==> src/rtl/turbo_frame_packer_if.sv <==
// Symbol-in / byte-out bundle for turbo_frame_packer.
//   sym_valid, sym, rate_half : encoded symbol stream into the packer
//   out_data, out_valid,
//   out_last, out_ready       : FWFT byte stream out of the packer
//   frame_done, overflow,
//   fifo_count                : status
// Modport slave is the packer itself; master is the environment that feeds
// symbols and consumes bytes.
interface turbo_frame_packer_if #(
    parameter int unsigned FIFO_DEPTH = 4
);
    localparam int unsigned CntW = $clog2(FIFO_DEPTH) + 1;

    logic            sym_valid;
    logic [2:0]      sym;
    logic            rate_half;
    logic [7:0]      out_data;
    logic            out_valid;
    logic            out_last;
    logic            out_ready;
    logic            frame_done;
    logic            overflow;
    logic [CntW-1:0] fifo_count;

    modport master (
        output sym_valid, sym, rate_half, out_ready,
        input  out_data, out_valid, out_last, frame_done, overflow, fifo_count
    );

    modport slave (
        input  sym_valid, sym, rate_half, out_ready,
        output out_data, out_valid, out_last, frame_done, overflow, fifo_count
    );
endinterface

==> src/rtl/turbo_frame_packer.sv <==
// Turbo encoder output stage: punctures 3-bit symbols ({p2, p1, sys}) to rate
// 1/3 or 1/2, packs the surviving bits MSB-first into bytes and queues them in
// a first-word-fall-through FIFO tagged with an end-of-frame flag.
//   clk  : rising-edge clock
//   rst  : synchronous active-high reset
//   bus  : turbo_frame_packer_if.slave (symbol input, byte output, status)
module turbo_frame_packer #(
    parameter int unsigned FRAME_SYMS = 8,
    parameter int unsigned FIFO_DEPTH = 4
) (
    input logic                 clk,
    input logic                 rst,
    turbo_frame_packer_if.slave bus
);
    localparam int unsigned IdxW = (FRAME_SYMS > 1) ? $clog2(FRAME_SYMS) : 1;
    localparam int unsigned PtrW = $clog2(FIFO_DEPTH);
    localparam int unsigned CntW = $clog2(FIFO_DEPTH) + 1;

    typedef enum logic [0:0] {StIdle, StActive} state_e;

    state_e          state_q;
    logic [IdxW-1:0] idx_q;
    logic            rate_q;
    logic [7:0]      acc_q;
    logic [2:0]      fill_q;
    logic            flush_q;
    logic [7:0]      flush_data_q;
    logic            frame_done_q;

    logic [8:0]      mem_q [FIFO_DEPTH];
    logic [PtrW-1:0] wr_ptr_q;
    logic [PtrW-1:0] rd_ptr_q;
    logic [CntW-1:0] count_q;
    logic            overflow_q;

    // Datapath for the symbol presented this cycle
    logic        rate_eff;
    logic [2:0]  ebits;
    logic [3:0]  nbits;
    logic [15:0] ins;
    logic [15:0] wide;
    logic [3:0]  total;
    logic        byte_full;
    logic        last_sym;

    logic        push;
    logic [7:0]  push_data;
    logic        push_last;
    logic        full;
    logic        do_pop;
    logic        wr_ok;

    always_comb begin
        rate_eff = (state_q == StIdle) ? bus.rate_half : rate_q;
        ebits    = 3'b000;
        nbits    = 4'd3;
        // ebits is left-aligned in emission order
        if (!rate_eff) begin
            ebits = {bus.sym[0], bus.sym[1], bus.sym[2]};
            nbits = 4'd3;
        end else if (!idx_q[0]) begin
            ebits = {bus.sym[0], bus.sym[1], 1'b0};
            nbits = 4'd2;
        end else begin
            ebits = {bus.sym[0], bus.sym[2], 1'b0};
            nbits = 4'd2;
        end
        // Bits below the fill point of acc_q are always zero, so OR-merging is safe
        ins       = {ebits, 13'b0} >> fill_q;
        wide      = {acc_q, 8'b0} | ins;
        total     = {1'b0, fill_q} + nbits;
        byte_full = (total >= 4'd8);
        last_sym  = (idx_q == IdxW'(FRAME_SYMS - 1));
    end

    // A deferred padded byte never collides with a symbol push: the next frame's
    // first symbol starts from an empty accumulator and cannot fill a byte.
    always_comb begin
        push      = 1'b0;
        push_data = 8'h00;
        push_last = 1'b0;
        if (flush_q) begin
            push      = 1'b1;
            push_data = flush_data_q;
            push_last = 1'b1;
        end else if (bus.sym_valid && (byte_full || last_sym)) begin
            push      = 1'b1;
            push_data = wide[15:8];
            // Padded partial byte, or a full byte that ends exactly on the frame end
            push_last = last_sym && (!byte_full || (total == 4'd8));
        end
    end

    always_ff @(posedge clk) begin
        if (rst) begin
            state_q      <= StIdle;
            idx_q        <= '0;
            rate_q       <= 1'b0;
            acc_q        <= 8'h00;
            fill_q       <= 3'd0;
            flush_q      <= 1'b0;
            flush_data_q <= 8'h00;
            frame_done_q <= 1'b0;
        end else begin
            frame_done_q <= push && push_last;
            flush_q      <= 1'b0;
            if (bus.sym_valid) begin
                if (state_q == StIdle) begin
                    rate_q <= bus.rate_half;
                end
                if (last_sym) begin
                    state_q <= StIdle;
                    idx_q   <= '0;
                    acc_q   <= 8'h00;
                    fill_q  <= 3'd0;
                    // Leftover bits after a full byte go out as a padded byte next cycle
                    if (byte_full && (total != 4'd8)) begin
                        flush_q      <= 1'b1;
                        flush_data_q <= wide[7:0];
                    end
                end else begin
                    state_q <= StActive;
                    idx_q   <= idx_q + IdxW'(1);
                    acc_q   <= byte_full ? wide[7:0] : wide[15:8];
                    fill_q  <= total[2:0];
                end
            end
        end
    end

    always_comb begin
        full   = (count_q == CntW'(FIFO_DEPTH));
        do_pop = (count_q != '0) && bus.out_ready;
        // A pop in the same cycle frees the slot for a push into a full FIFO
        wr_ok  = push && (!full || do_pop);
    end

    always_ff @(posedge clk) begin
        if (rst) begin
            for (int i = 0; i < int'(FIFO_DEPTH); i++) begin
                mem_q[i] <= 9'h000;
            end
            wr_ptr_q   <= '0;
            rd_ptr_q   <= '0;
            count_q    <= '0;
            overflow_q <= 1'b0;
        end else begin
            if (wr_ok) begin
                mem_q[wr_ptr_q] <= {push_last, push_data};
                wr_ptr_q        <= wr_ptr_q + PtrW'(1);
            end
            if (do_pop) begin
                rd_ptr_q <= rd_ptr_q + PtrW'(1);
            end
            if (wr_ok && !do_pop) begin
                count_q <= count_q + CntW'(1);
            end else if (!wr_ok && do_pop) begin
                count_q <= count_q - CntW'(1);
            end
            if (push && !wr_ok) begin
                overflow_q <= 1'b1;
            end
        end
    end

    assign bus.out_data   = mem_q[rd_ptr_q][7:0];
    assign bus.out_valid  = (count_q != '0);
    assign bus.out_last   = (count_q != '0) && mem_q[rd_ptr_q][8];
    assign bus.frame_done = frame_done_q;
    assign bus.overflow   = overflow_q;
    assign bus.fifo_count = count_q;
endmodule

==> src/flat_wrapper.sv <==
// flat-port wrapper written by rule: the top's interface ports become plain ports
module turbo_frame_packer_flat 
#(
    parameter int unsigned FRAME_SYMS = 8,
    parameter int unsigned FIFO_DEPTH = 4
)
  (clk, rst, bus_sym_valid, bus_sym, bus_rate_half, bus_out_ready, bus_out_data, bus_out_valid, bus_out_last, bus_frame_done, bus_overflow, bus_fifo_count);
  turbo_frame_packer_if #(.FIFO_DEPTH(FIFO_DEPTH)) bus_i ();
  input logic clk;
  input logic rst;
  input wire logic [$bits(bus_i.sym_valid)-1:0] bus_sym_valid;
  input wire logic [$bits(bus_i.sym)-1:0] bus_sym;
  input wire logic [$bits(bus_i.rate_half)-1:0] bus_rate_half;
  input wire logic [$bits(bus_i.out_ready)-1:0] bus_out_ready;
  output wire logic [$bits(bus_i.out_data)-1:0] bus_out_data;
  output wire logic [$bits(bus_i.out_valid)-1:0] bus_out_valid;
  output wire logic [$bits(bus_i.out_last)-1:0] bus_out_last;
  output wire logic [$bits(bus_i.frame_done)-1:0] bus_frame_done;
  output wire logic [$bits(bus_i.overflow)-1:0] bus_overflow;
  output wire logic [$bits(bus_i.fifo_count)-1:0] bus_fifo_count;
  assign bus_i.sym_valid = bus_sym_valid;
  assign bus_i.sym = bus_sym;
  assign bus_i.rate_half = bus_rate_half;
  assign bus_i.out_ready = bus_out_ready;
  assign bus_out_data = bus_i.out_data;
  assign bus_out_valid = bus_i.out_valid;
  assign bus_out_last = bus_i.out_last;
  assign bus_frame_done = bus_i.frame_done;
  assign bus_overflow = bus_i.overflow;
  assign bus_fifo_count = bus_i.fifo_count;
  turbo_frame_packer #(.FRAME_SYMS(FRAME_SYMS), .FIFO_DEPTH(FIFO_DEPTH)) u_core (.clk(clk), .rst(rst), .bus(bus_i));
endmodule
==> config.mk <==
export PLATFORM = sky130hd
export DESIGN_NAME = turbo_frame_packer_flat
export DESIGN_NICKNAME = d
export VERILOG_FILES = /design/src/rtl/turbo_frame_packer_if.sv /design/src/rtl/turbo_frame_packer.sv /design/src/flat_wrapper.sv
export SDC_FILE = /design/constraint.sdc
export NUM_CORES = 1
export LEC_CHECK = 0
export BUFFER_PORTS_ARGS = -buffer_cell sky130_fd_sc_hd__buf_2
export CAP_MARGIN = 20
export CELL_PAD_IN_SITES_DETAIL_PLACEMENT = 1
export CELL_PAD_IN_SITES_GLOBAL_PLACEMENT = 2
export CORE_ASPECT_RATIO = 0.75
export CORE_MARGIN = 3
export CORE_UTILIZATION = 31
export DETAILED_ROUTE_END_ITERATION = 8
export PLACE_DENSITY_LB_ADDON = 0.05
export SYNTH_ARGS = -nofsm -noshare
export SYNTH_HDL_FRONTEND = slang
export SYNTH_SLANG_ARGS = --single-unit
==> constraint.sdc <==
create_clock -name clk -period 6.5 [get_ports clk]
set_input_delay 1.3 -clock clk [delete_from_list [all_inputs] [get_ports clk]]
set_output_delay 1.3 -clock clk [all_outputs]
set_load 0.02 [all_outputs]
==> summary.md <==
| Metric | Value |
|---|---|
| CP required | 6750 ps |
| Final Hold Vio Count | 0 |
| Setup TNS Final | 0 ps |
| Fraction of layout cells with a size suffix above 1 | 17.6% |
| Worst skew pair latency | 330 ps |
| Pleak | 1.33 nW |
| Fin crit share | 60.9% |
| Max Clk Rate | 253 MHz |
| Met3 routed WL | 346 µm |
| Post-route ant nets | 0 |
| CP Data Arrival Time | 4200 ps |
| Initial antenna violation count | 0 |
| Predominant post-synthesis flop cell | edfxtp_1 |
| Drc violations | 0 |
| Worst setup EP type | flop |
| Hold WC Path Type | reg2reg |
| Final Skew | 5.54 ps |
| CTS H-tree depth | 3 |
| Final core occ | 37.1% |
| FF+latch count, synth | 66 |
| Pwr/cell area | 328 nW/µm² |
| CP max FO | 7 |
| Setup repair bufs after CTS | 0 |
| Total CTS buffers | 9 |
| Slew @ Worst Pin | 909 ps |
| Clock-pin slew on the worst setup and hold paths | 50 ps |
| WL met1 | 4.09 mm |
| Worst hold margin | 466 ps |
| Hold-fix buffers, CTS | 0 |
| Critical Path, Cell by Cell | buf_2, mux2_2, inv_1, ha_1, o211ai_1, a31oi_1, ha_1, inv_1, fa_1, xor2_1, or3_1, a21oi_1 |
| Die width | 122 µm |
| # fillers | 1119 |
| Reg2reg setup slack | 3140 ps |
| DRT iter0 DRCs | 104 |
| Area of the die | 11400 µm² |
| Uppermost routed layer | met4 |
| FP Rows | 31 |
| Final setup vio count | 0 |
| Yosys cell types | 52 |
| Post-Syn Instances | 300 |
| Register area share after synthesis | 53.6% |
| Place WS | 2220 ps |
| Crit path time final | 3960 ps |
| RSZ-0062 raised after global routing | false |
| Resize count post-CTS | 0 |
| Core Region | 9770 µm² |
| Ant. Diodes | 0 |
| Grt total ovfl | 0 |
| First-pass GRT wire length | 12.8 mm |
| Avg Vias per Cell | 4.99 |
| I/O Pins | 23 |
| Final setup margin | 2540 ps |
| Largest net degree at the start of global routing | 33 |
| GRT Util Overall | 15.1% |
| Syn nets | 314 |
| # port buffers | 22 |
| Dominant delay contributor by cell family on the critical path | adder cells |
| CP Launch Type | primary input |
| Peak VDD IR | 143 µV |
| Max Buffers Root-to-Sink | 2 |
| Ys async rst share | 0% |
| Final Max Slew Viols | 0 |
| NumNets Final | 328 |
| Mapped Area | 3140 µm² |
| Max Cap Viol | 0 |
| CP bufs+invs | 3 |
| Total Wirelength | 7.80 mm |
| Avg WL per Cell | 17.3 µm |
| Status | finished clean |
| Inst Count DP | 435 |
| Rel. slew slack | 39.3% |
| DP HPWL | 5.55 mm |
| Max incr delay on CP | 610 ps |
| RD Place Congestion | 0.699 |
| Routed met2 length | 3.27 mm |
| Area added between synthesis and finish | 15.4% |
| Root buffer cell | clkbuf_16 |
| Initial Util | 32.1% |
| DRT Pass-1 Iters | 4 |
| Die Y-Extent | 93.2 µm |
| CP max stage cell | a31oi_1 |
| Vias in the first global route | 2258 |
| Avg Cell Area, Syn | 10.5 µm² |
| Number of synthesized flops with an enable pin | 36 |
| Via count | 2249 |
| Fin cells | 451 |
| Yosys warnings | 0 |
| Crit Path Class | in2reg |
| CTS tree | done |
| Clock sinks | 66 |
Yosys cell counts (5+ instances only):
cell type | number | area [µm²]
a21oi_1 | 14 | 70.1
nand3_1 | 7 | 35.0
inv_1 | 14 | 52.6
xor2_1 | 5 | 43.8
edfxtp_1 | 36 | 1080
ha_1 | 5 | 62.6
o21ai_0 | 12 | 60.1
nand2_1 | 16 | 60.1
nor3_1 | 11 | 55.1
dfxtp_1 | 30 | 601
nor2_1 | 58 | 218
clkbuf_1 | 10 | 37.5
mux4_2 | 9 | 203
mux2i_1 | 5 | 50.1
buf_2 | 6 | 30.0
nand2b_1 | 6 | 37.5
placed cells by master (no fill, tap or decap), types with 2 or more instances in the layout:
cell type,count
mux2i_1,5
clkbuf_16,9
dfxtp_1,30
nor2_1,58
nand3_1,7
nand2_1,16
o211ai_1,3
or2_1,2
or3_1,2
nor3_1,11
edfxtp_1,36
buf_2,22
and2_1,2
a31oi_1,4
a21oi_2,2
xor2_1,5
o21bai_1,2
nand3b_1,2
clkbuf_1,3
mux4_2,9
a21oi_1,14
nand4_1,3
nor2b_1,4
ha_1,5
nor3_2,2
o31ai_1,2
nand2b_1,6
o21ai_0,12
clkinv_2,2
inv_1,14
a31o_2,2
registers in the layout, summed over array words and instances (netlist names), named ones only:
register,flops
u_core.acc_q,8
u_core.bus.fifo_count,3
u_core.bus.frame_done,1
u_core.bus.overflow,1
u_core.fill_q,3
u_core.flush_data_q,2
u_core.flush_q,1
u_core.idx_q,3
u_core.mem_q,36
u_core.rate_q,1
u_core.rd_ptr_q,2
u_core.state_q,1
u_core.wr_ptr_q,2
routing by layer:
layer	vias to the layer above	track usage (%)
met5	-	0
met4	0	4.19
met3	8	4.78
met1	1097	22.4
li1	1097	-
met2	47	20.9
metrics by stage:
step / power (mW) / cell area (µm²)
2_1_floorplan: 0.661 / 3140
3_3_place_gp: 0.728 / 3330
3_5_place_dp: 0.728 / 3330
4_1_cts: 1.21 / 3620
5_1_grt: 1.26 / 3620
6_report: 1.19 / 3620
power breakdown:
| part | switching (mW) | internal, mW | leakage, nW | total (mW) |
|---|---|---|---|---|
| combinational | 0.126 | 0.0844 | 0.569 | 0.210 |
| clock | 0.167 | 0.306 | 0.144 | 0.474 |
| sequential | 0.0377 | 0.468 | 0.617 | 0.506 |
| total | 0.331 | 0.859 | 1.33 | 1.19 |
tightest hold or removal path, cell delays in order, from the launching register on:
cell     delay [ps]
dfxtp_1         310
nand2_1          60
a21oi_1          50
final timing paths:
| check | from | to | depth (start not counted) |
|---|---|---|---|
| worst max-delay path | bus_rate_half | u_core.bus.fifo_count[2] | 12 |
| worst min-delay path | u_core.flush_data_q[7] | u_core.flush_data_q[7] | 2 |
| worst max register to register | u_core.idx_q[0] | u_core.bus.fifo_count[2] | 10 |
| worst min register to register | u_core.flush_data_q[7] | u_core.flush_data_q[7] | 2 |
area by class of cell:
| cell class | instances | area (µm²) | area share, % |
|---|---|---|---|
| flip-flops and latches | 66 | 1680 | 46.4 |
| inverters | 14 | 52.6 | 1.45 |
| multi-input cells | 201 | 1320 | 36.5 |
| repair buffers | 22 | 110 | 3.04 |
| clock inverters | 3 | 40.0 | 1.11 |
| well taps | 132 | 165 | 4.56 |
| clock buffers | 13 | 250 | 6.91 |
cells by family (layout without fill, tap and decap cells):
kind of cell | Yosys count | count (layout) | share of synthesized area, %
buffers and inverters | 33 | 52 | 4.30
adder cells (fa/ha/maj) | 6 | 6 | 2.63
multiplexers | 15 | 15 | 8.41
AO/OA/AOI/OAI | 52 | 52 | 10.8
AND/OR/NAND/NOR | 122 | 122 | 18.6
flip-flops | 66 | 66 | 53.6
XOR/XNOR | 6 | 6 | 1.67
(Power assumes the default switching activity.)
